--- config.mk ---
export PLATFORM = sky130hd
export DESIGN_NAME = gctr_stream
export DESIGN_NICKNAME = d
export VERILOG_FILES = /design/src/rtl/gctr_stream.sv
export SDC_FILE = /design/constraint.sdc
export NUM_CORES = 1
export LEC_CHECK = 0
export CAP_MARGIN = 30
export CELL_PAD_IN_SITES_DETAIL_PLACEMENT = 1
export CELL_PAD_IN_SITES_GLOBAL_PLACEMENT = 1
export CORE_AREA = 2 2 261 263
export DETAILED_ROUTE_END_ITERATION = 16
export DIE_AREA = 0 0 263 265
export PLACE_DENSITY = 0.7
export SLEW_MARGIN = 10
export SYNTH_ARGS = -nofsm -noshare
export SYNTH_HDL_FRONTEND = slang
export SYNTH_SLANG_ARGS = --single-unit
--- constraint.sdc ---
create_clock -name clk -period 2.4 [get_ports clk]
set_clock_uncertainty 0.05 [all_clocks]
set_input_delay 0.24 -clock clk [delete_from_list [all_inputs] [get_ports clk]]
set_output_delay 0.24 -clock clk [all_outputs]
set_load 0.005 [all_outputs]
--- src/rtl/gctr_stream.sv ---
// Streaming GCTR engine: one counter block per data block through a shared
// AES core, XOR with incoming data, partial-final-block masking.
module gctr_stream #(
    parameter int BLOCK_WIDTH = 128,
    parameter int INC_WIDTH   = 32,
    parameter int LEN_WIDTH   = 20
) (
    input  logic                   clk,
    input  logic                   rst,
    input  logic                   start,
    input  logic [BLOCK_WIDTH-1:0] icb_in,
    input  logic [LEN_WIDTH-1:0]   len_in,
    output logic                   busy,
    output logic                   done,
    output logic                   aes_req_valid,
    input  logic                   aes_req_ready,
    output logic [BLOCK_WIDTH-1:0] aes_req_block,
    input  logic                   aes_rsp_valid,
    input  logic [BLOCK_WIDTH-1:0] aes_rsp_block,
    input  logic                   din_valid,
    output logic                   din_ready,
    input  logic [BLOCK_WIDTH-1:0] din_block,
    output logic                   dout_valid,
    input  logic                   dout_ready,
    output logic [BLOCK_WIDTH-1:0] dout_block,
    output logic [4:0]             dout_bytes,
    output logic                   dout_last
);

    localparam int NB = BLOCK_WIDTH / 8;
    localparam int CW = LEN_WIDTH - 3;
    localparam logic [BLOCK_WIDTH-1:0] LOW_MASK =
        {BLOCK_WIDTH{1'b1}} >> (BLOCK_WIDTH - INC_WIDTH);

    typedef enum logic [2:0] {
        S_IDLE,
        S_REQ,
        S_WAIT_KS,
        S_XOR,
        S_DRAIN
    } state_t;

    state_t                 state_q, state_d;
    logic [BLOCK_WIDTH-1:0] cb_q, cb_d;
    logic [CW-1:0]          rem_q, rem_d;
    logic [4:0]             lb_q, lb_d;
    logic [BLOCK_WIDTH-1:0] ks_q, ks_d;
    logic [BLOCK_WIDTH-1:0] dblk_q, dblk_d;
    logic [4:0]             dbytes_q, dbytes_d;
    logic                   dlast_q, dlast_d;
    logic                   dvalid_q, dvalid_d;
    logic                   done_q, done_d;

    logic [CW-1:0]          n_in;
    logic [4:0]             lb_in;
    logic                   final_blk;
    logic [4:0]             nbytes;
    logic [BLOCK_WIDTH-1:0] cb_inc;

    // Byte-lane mask: byte 0 sits in the top lane; lanes >= nb are zeroed.
    function automatic logic [BLOCK_WIDTH-1:0] byte_mask(input logic [4:0] nb);
        logic [BLOCK_WIDTH-1:0] m;
        m = '0;
        for (int i = 0; i < NB; i++) begin
            if (i < int'(nb)) begin
                m[BLOCK_WIDTH-1-8*i -: 8] = 8'hFF;
            end
        end
        return m;
    endfunction

    // Block count and final-block byte count derived from the byte length.
    always_comb begin
        n_in  = CW'(len_in[LEN_WIDTH-1:4]) + CW'(len_in[3:0] != 4'd0);
        lb_in = (len_in[3:0] == 4'd0) ? 5'd16 : {1'b0, len_in[3:0]};
    end

    // inc_s: only the low INC_WIDTH bits count; no carry into the upper field.
    always_comb begin
        cb_inc = (cb_q & ~LOW_MASK)
               | ((cb_q + BLOCK_WIDTH'(1)) & LOW_MASK);
    end

    assign final_blk = (rem_q == CW'(1));

    // Next-state, datapath loads and handshake outputs.
    always_comb begin
        state_d       = state_q;
        cb_d          = cb_q;
        rem_d         = rem_q;
        lb_d          = lb_q;
        ks_d          = ks_q;
        dblk_d        = dblk_q;
        dbytes_d      = dbytes_q;
        dlast_d       = dlast_q;
        dvalid_d      = dvalid_q;
        done_d        = 1'b0;
        nbytes        = 5'd16;
        aes_req_valid = 1'b0;
        din_ready     = 1'b0;

        if (dvalid_q && dout_ready) begin
            dvalid_d = 1'b0;
        end

        unique case (state_q)
            S_IDLE: begin
                if (start) begin
                    if (len_in == '0) begin
                        done_d = 1'b1;
                    end else begin
                        cb_d    = icb_in;
                        rem_d   = n_in;
                        lb_d    = lb_in;
                        state_d = S_REQ;
                    end
                end
            end
            S_REQ: begin
                aes_req_valid = 1'b1;
                if (aes_req_ready) begin
                    state_d = S_WAIT_KS;
                end
            end
            S_WAIT_KS: begin
                if (aes_rsp_valid) begin
                    ks_d    = aes_rsp_block;
                    state_d = S_XOR;
                end
            end
            S_XOR: begin
                din_ready = !dvalid_q || dout_ready;
                if (din_valid && din_ready) begin
                    nbytes   = final_blk ? lb_q : 5'd16;
                    dblk_d   = (din_block ^ ks_q) & byte_mask(nbytes);
                    dbytes_d = nbytes;
                    dlast_d  = final_blk;
                    dvalid_d = 1'b1;
                    rem_d    = rem_q - CW'(1);
                    if (final_blk) begin
                        state_d = S_DRAIN;
                    end else begin
                        cb_d    = cb_inc;
                        state_d = S_REQ;
                    end
                end
            end
            S_DRAIN: begin
                if (dvalid_q && dout_ready) begin
                    done_d  = 1'b1;
                    state_d = S_IDLE;
                end
            end
            default: begin
                state_d = S_IDLE;
            end
        endcase
    end

    // State and datapath registers.
    always_ff @(posedge clk or negedge rst) begin
        if (!rst) begin
            state_q  <= S_IDLE;
            cb_q     <= '0;
            rem_q    <= '0;
            lb_q     <= '0;
            ks_q     <= '0;
            dblk_q   <= '0;
            dbytes_q <= '0;
            dlast_q  <= 1'b0;
            dvalid_q <= 1'b0;
            done_q   <= 1'b0;
        end else begin
            state_q  <= state_d;
            cb_q     <= cb_d;
            rem_q    <= rem_d;
            lb_q     <= lb_d;
            ks_q     <= ks_d;
            dblk_q   <= dblk_d;
            dbytes_q <= dbytes_d;
            dlast_q  <= dlast_d;
            dvalid_q <= dvalid_d;
            done_q   <= done_d;
        end
    end

    assign busy          = (state_q != S_IDLE);
    assign done          = done_q;
    assign aes_req_block = cb_q;
    assign dout_valid    = dvalid_q;
    assign dout_block    = dblk_q;
    assign dout_bytes    = dbytes_q;
    assign dout_last     = dlast_q;

endmodule

==> metrics.txt, run 1 <==
DR pass1 iterations=4; Pins Over Slew Limit=0; Final Cycle Share=1.04; First DRT Iteration DRCs=slightly below 800; worst-margin pin slew=approximately 0.64 ns; f_max=402 MHz; GPL Wtd Cong=0.852; first-pass GRT wire length=between 100000 and 150000 um; Core ar.=between 0.06 and 0.07 mm^2; Synth top area share=0.571; Hold Vio Cnt, Final=0; vias=approximately 15000; Pleak=about 12 nW; GRT overflow=0; Yosys warnings=0; # H-tree levels=2; num rows=95; Power per Cell Area=around 1300 mW/mm^2; CP Data Arrival Time=approximately 2.9 ns; Layout area overhead=59.0%; failing checks=negative setup slack; largest net degree at the start of global routing=66; CTS root buf=clkbuf_16; maxcap violations=0; most frequent cell after synthesis=dfrtp_1; crit start category=flip-flop; worst vdd ir=between 700 and 800 uV; Fillers=around 7100; EDFF count, synth=0; FF+latch area=0.0104 mm^2; CTS Buffer Depth=3; Synth Instances=approximately 1500; clk_lat worst skew=0.59 ns; I/O pin count=between 600 and 700; CP max stage cell=or4_4; CTS tree=done; layout cell share with drive strength beyond 1=0.211; register area share after synthesis=0.571; multi-input logic area=between 0.007 and 0.008 mm^2; setup ws final=-0.0897 ns; vias in the first global route=17487; Unique masters post-synth=69; worst-path maximum fanout=8; DR DRC count=0; Setup-failing EPs final=32; Final Critical Period=2.49 ns; unrepaired setup endpoints after global routing=yes; cell taking the most area after synthesis=dfrtp_1; Slew headroom=0.571; CP Cell Sequence=or4_4 -> nor4b_4 -> nand4b_1 -> or3_4 -> buf_12 -> and2_4 -> a22o_1; initial core utilization=0.273; most frequent cells after synthesis=dfrtp_1 (417), mux2_2 (228), nand2_1 (164); Place WS=-0.461 ns; worst hold slack=between 0.15 and 0.2 ns; Die Area=0.0697 mm^2; CP peak stage delay=0.58 ns; Synth Cell Area=0.0183 mm^2; Synth Area per Inst=about 12 um^2; critical path class=flip-flop to flip-flop; routed len/inst=22.7 um; Post-Syn Nets=slightly below 2000; die height=approximately 270 um; #FFs+latches synth=417; nets=between 2000 and 3000; initial antenna violation count=13; die width=roughly 260 um; Area contributors post-synth=dfrtp_1 (57%), mux2_2 (14%), xnor2_1 (5.1%); vias per cell=between 4 and 5; gr usage total=0.207; Data required, critical path=between 2 and 3 ns; total wire length=~73000 um; Final ANT Viol Nets=0; outcome=finished, violations left; Hold Crit Class=input pin to asynchronous set/reset pin; Async SR Flop Fraction=1.00; Worst-path clk slew=approximately 0.06 ns; DP Wirelength=around 56000 um; # clock sinks=417; CTS Buf Count=49; Post-synth top flop=dfrtp_1; Port-buffer cells=a little under 700; CP endpoint kind=flip-flop
per-layer routing:
layer / up-vias / wire (um) / track usage
li1: 7001 / - / -
met1: 7862 / 27600 / 0.234
met2: 475 / 38700 / 0.376
met3: 120 / 5100 / 0.0607
met4: 10 / 2040 / 0.0633
met5: - / 57 / 0
report_power, final:
part / leakage (nW) / internal [W] / switching [W]
Sequential: 5.00 / 0.0105 / 0.00250
Combinational: 6.02 / 0.00916 / 0.00663
Clock: 0.794 / 0.00447 / 0.00315
kinds of logic (layout without fill, tap and decap cells):
group / count (synthesis) / after routing / share of synthesized area
AOI/OAI and AO/OA: 316 / 316 / 0.107
xor gates and xnor gates: 142 / 142 / 0.0681
adders and majority gates: 5 / 5 / 0.00343
buffers and inverters: 87 / 909 / 0.0217
DFF: 417 / 417 / 0.571
muxes: 230 / 230 / 0.142
other: 0 / 7 / 0
and+or+nand+nor: 332 / 332 / 0.0855
layout make-up:
class,count,area share
antenna,7,0.000603
clock buffer,74,0.0510
clock inverter,12,0.00496
inverter,8,0.00103
multi-input combinational,1025,0.263
sequential,417,0.360
tap,873,0.0376
timing repair buffer,815,0.283
layout by cell type (no fill, tap or decap), types with 4 or more instances in the layout:
master and count:
buf_4 106, a21oi_1 59, o21ai_1 7, mux2_2 228, o21ai_0 111, clkbuf_16 50, nand3_1 35, clkbuf_8 14
ha_1 5, xor2_1 35, o2bb2ai_1 4, a31oi_1 6, o31ai_1 11, dfrtp_1 415, diode_2 7, and2_1 9
o21ai_4 4, a22o_1 28, clkbuf_1 10, nor4_1 9, a2bb2oi_1 7, inv_1 8, nor2_1 46, xnor2_1 107
nand4_1 10, nor3_1 10, clkdlybuf4s50_1 676, buf_12 30, a211oi_1 17, nand2_1 161, o22ai_1 13, o22a_1 8
clkinv_2 5, o21ai_2 19, and3_1 11, or3_1 6
flip-flops by register name, indices dropped and copies added, names as in the netlist:
signal / cells
aes_req_block: 128
done: 1
dout_block: 128
dout_bytes: 5
dout_last: 1
dout_valid: 1
ks_q: 128
lb_q: 5
rem_q: 17
state_q: 3
timing repair:
item	in CTS	in global routing
hold buffers	1	0
buffers inserted	2	7
pin swaps	14	12
gates resized for setup	45	17
endpoints found under the hold margin	53	0
endpoints found under the setup margin	63	76
worst paths after layout:
check,startpoint,endpoint,slack (ns),depth (start not counted)
setup / recovery,rem_q[7],dout_block[100],-0.09,7
hold / removal,rst,aes_req_block[20],0.19,2
setup reg to reg,rem_q[7],dout_block[100],-0.09,7
hold reg to reg,dout_block[109],dout_block[109],0.43,2
max in group asynchronous,rst,ks_q[14],1.27,3
min in group clk,aes_rsp_block[44],ks_q[44],0.21,2
stage by stage:
| step | util | power (W) | cell area [um^2] | instances | TNS [ns] |
|---|---|---|---|---|---|
| after floorplan | - | 0.0194 | 18300 | 1529 | 0 |
| after global placement | 0.407 | 0.0279 | 27200 | 3131 | -56.10 |
| after detailed placement | 0.407 | 0.0286 | 27200 | 3131 | -58.17 |
| after CTS | 0.433 | 0.0367 | 28900 | 3220 | -1.21 |
| after global routing | 0.435 | 0.0386 | 29000 | 3231 | -5.68 |
| final | 0.435 | 0.0364 | 29000 | 3231 | -2.24 |
critical path, delay by kind of cell (launching register included):
family	cells	cell delay, ns
compound gates	1	0.20
simple gates	5	1.60
flops	1	0.38
buf+inv	1	0.15
No activity file was read; power rests on OpenSTA's default activity.
==> inputs of run 2 (changes only) <==
Settings changed: CTS_BUF_LIST set to sky130_fd_sc_hd__clkbuf_4 sky130_fd_sc_hd__clkbuf_8 sky130_fd_sc_hd__clkbuf_16, PLACE_DENSITY 0.7 to 0.66, TNS_END_PERCENT set to 50.
==> metrics.txt, run 2 (same netlist as run 1, synthesis figures left out) <==
worst vdd ir=651 uV (was 712 uV); Final Critical Period=2.51 ns (was 2.49 ns); vias per cell=4.74 (was 4.79); vias=15367 (was 15468); I/O pin count=678 (unchanged); clk_lat worst skew=0.58 ns (was 0.59 ns); DP Wirelength=56900 um (was 56200 um); first-pass GRT wire length=111000 um (about the same); First DRT Iteration DRCs=737 (was 793); Port-buffer cells=677 (unchanged); CP bufs+invs=1 (unchanged); final setup TNS=-1.66 ns (was -2.24 ns); CP peak stage delay=0.58 ns (about the same); Pleak=11.9 nW (was 11.8 nW); GPL Wtd Cong=0.881 (was 0.852); critical path class=flip-flop to flip-flop (unchanged); failing checks=negative setup slack (unchanged); setup ws final=-0.109 ns (was -0.0897 ns); GRT overflow=0 (unchanged); Finished Cell Area=0.0291 mm^2 (was 0.0290 mm^2); CP Data Arrival Time=2.91 ns (was 2.92 ns); Worst Setup SP=rem_q[6] (was rem_q[7]); Final Cycle Share=1.05 (was 1.04); Worst-path clk slew=0.06 ns (about the same); DR pass1 iterations=5 (was 4); Slew headroom=0.602 (was 0.571); num rows=95 (unchanged); initial antenna violation count=16 (was 13); Hold Crit Class=input pin to asynchronous set/reset pin (unchanged); Worst R2R Start=rem_q[6] (was rem_q[7]); total wire length=73400 um (was 73500 um); final core occ=0.436 (was 0.435); CTS root buf=clkbuf_16 (unchanged); # H-tree levels=2 (unchanged); unrepaired setup endpoints after global routing=yes (unchanged); worst-path maximum fanout=8 (unchanged); layout cell share with drive strength beyond 1=0.213 (was 0.211); Fillers=7151 (was 7127); CP Cell Sequence=or4_4 -> nor4b_4 -> nand4b_1 -> or3_4 -> buf_12 -> and2_4 -> a22o_1 (unchanged); initial core utilization=0.273 (unchanged); largest net degree at the start of global routing=79 (was 66); worst reg2reg setup slack=-0.11 ns (was -0.09 ns); vias in the first global route=17255 (was 17487); worst-margin pin slew=0.598 ns (was 0.643 ns); placed cell area=0.0272 mm^2 (about the same); maxcap violations=0 (unchanged); CTS tree=done (unchanged); Setup-failing EPs final=31 (was 32); Pins Over Slew Limit=0 (unchanged); DR DRC count=0 (unchanged); Die Area=0.0697 mm^2 (unchanged); gr usage total=0.208 (was 0.207); routed len/inst=22.7 um (about the same); die height=265 um (unchanged); f_max=398 MHz (was 402 MHz); nets=2730 (was 2732); outcome=finished, violations left (unchanged); crit-path leading delay family=simple AND/OR/NAND/NOR gates (unchanged); most common cell after layout, fill and taps aside=clkdlybuf4s50_1 (unchanged); Final ANT Viol Nets=0 (unchanged); Power per Cell Area=1260 mW/mm^2 (was 1250 mW/mm^2); Layout area overhead=59.6% (was 59.0%); CTS Buffer Depth=3 (unchanged); # clock sinks=417 (unchanged); CP endpoint kind=flip-flop (unchanged); Hold Vio Cnt, Final=0 (unchanged); CTS Buf Count=50 (was 49); die width=263 um (unchanged); CP max stage cell=or4_4 (unchanged); Core ar.=0.0668 mm^2 (unchanged); crit start category=flip-flop (unchanged); Data required, critical path=2.80 ns (was 2.83 ns); most frequent cells in the layout=clkdlybuf4s50_1 (676), dfrtp_1 (415), mux2_2 (228) (unchanged)
run 2: cell count changes in the layout (fill, tap and decap cells not counted), moves of 3 or more:
cell,delta
o21ai_4,-3
clkbuf_4,+13
o21ai_0,+8
o21ai_1,-6
diode_2,+6
clkinvlp_4,-3
clkbuf_1,-10
bufinv_16,+4
buf_4,-3
clkinv_2,+3
run 2: area by class of cell:
cell class	instances	area, um^2	share of cell area
clock buffer	76	1540	0.0528
clock inverter	17	262	0.00898
tap	873	1090	0.0375
multi-input combinational	1025	7560	0.259
timing repair buffer	812	8190	0.281
sequential	417	10400	0.358
inverter	8	30.0	0.00103
antenna	13	32.5	0.00112
run 2: worst paths after layout:
| path | to | cells after the start |
|---|---|---|
| min | aes_req_block[8] | 2 |
| max | dout_block[99] | 7 |
| min reg2reg | dout_block[42] | 2 |
| max reg2reg | dout_block[99] | 7 |
| max in group asynchronous | aes_req_block[72] | 4 |
| min in group clk | aes_req_block[1] | 3 |
run 2: through the flow:
step | total power (W) | std cells | hold WS, ns | worst slack [ns]
finish | 0.0367 | 3241 | 0.125 | -0.109
detailed placement | 0.0286 | 3132 | 0.145 | -0.436
floorplan | 0.0194 | 1529 | -0.106 | 0.108
global placement | 0.0279 | 3132 | 0.146 | -0.461
CTS | 0.0372 | 3228 | 0.118 | -0.218
global route | 0.0390 | 3240 | 0.124 | -0.208
run 2: layer usage:
| layer | up-vias | global-route usage | wire length [um] |
|---|---|---|---|
| met3 | 105 | 0.0569 | 4770 |
| met4 | 4 | 0.0686 | 2040 |
| li1 | 7007 | - | - |
| met1 | 7788 | 0.233 | 27600 |
| met2 | 463 | 0.379 | 39000 |
| met5 | - | 0 | 27 |
run 2: power by group:
part / internal [W] / total [W] / switching, W
combinational: 0.00908 / 0.0155 / 0.00643
sequential: 0.0105 / 0.0130 / 0.00252
clock: 0.00507 / 0.00820 / 0.00313
run 2: what timing repair did:
item | 4_1_cts | 5_1_grt
hold endpoints to repair | 240 | 0
resized for setup | 24 | 14
buffers inserted | 2 | 0
endpoints found under the setup margin | 41 | 75
pin swaps | 9 | 13
hold buffers | 1 | 0
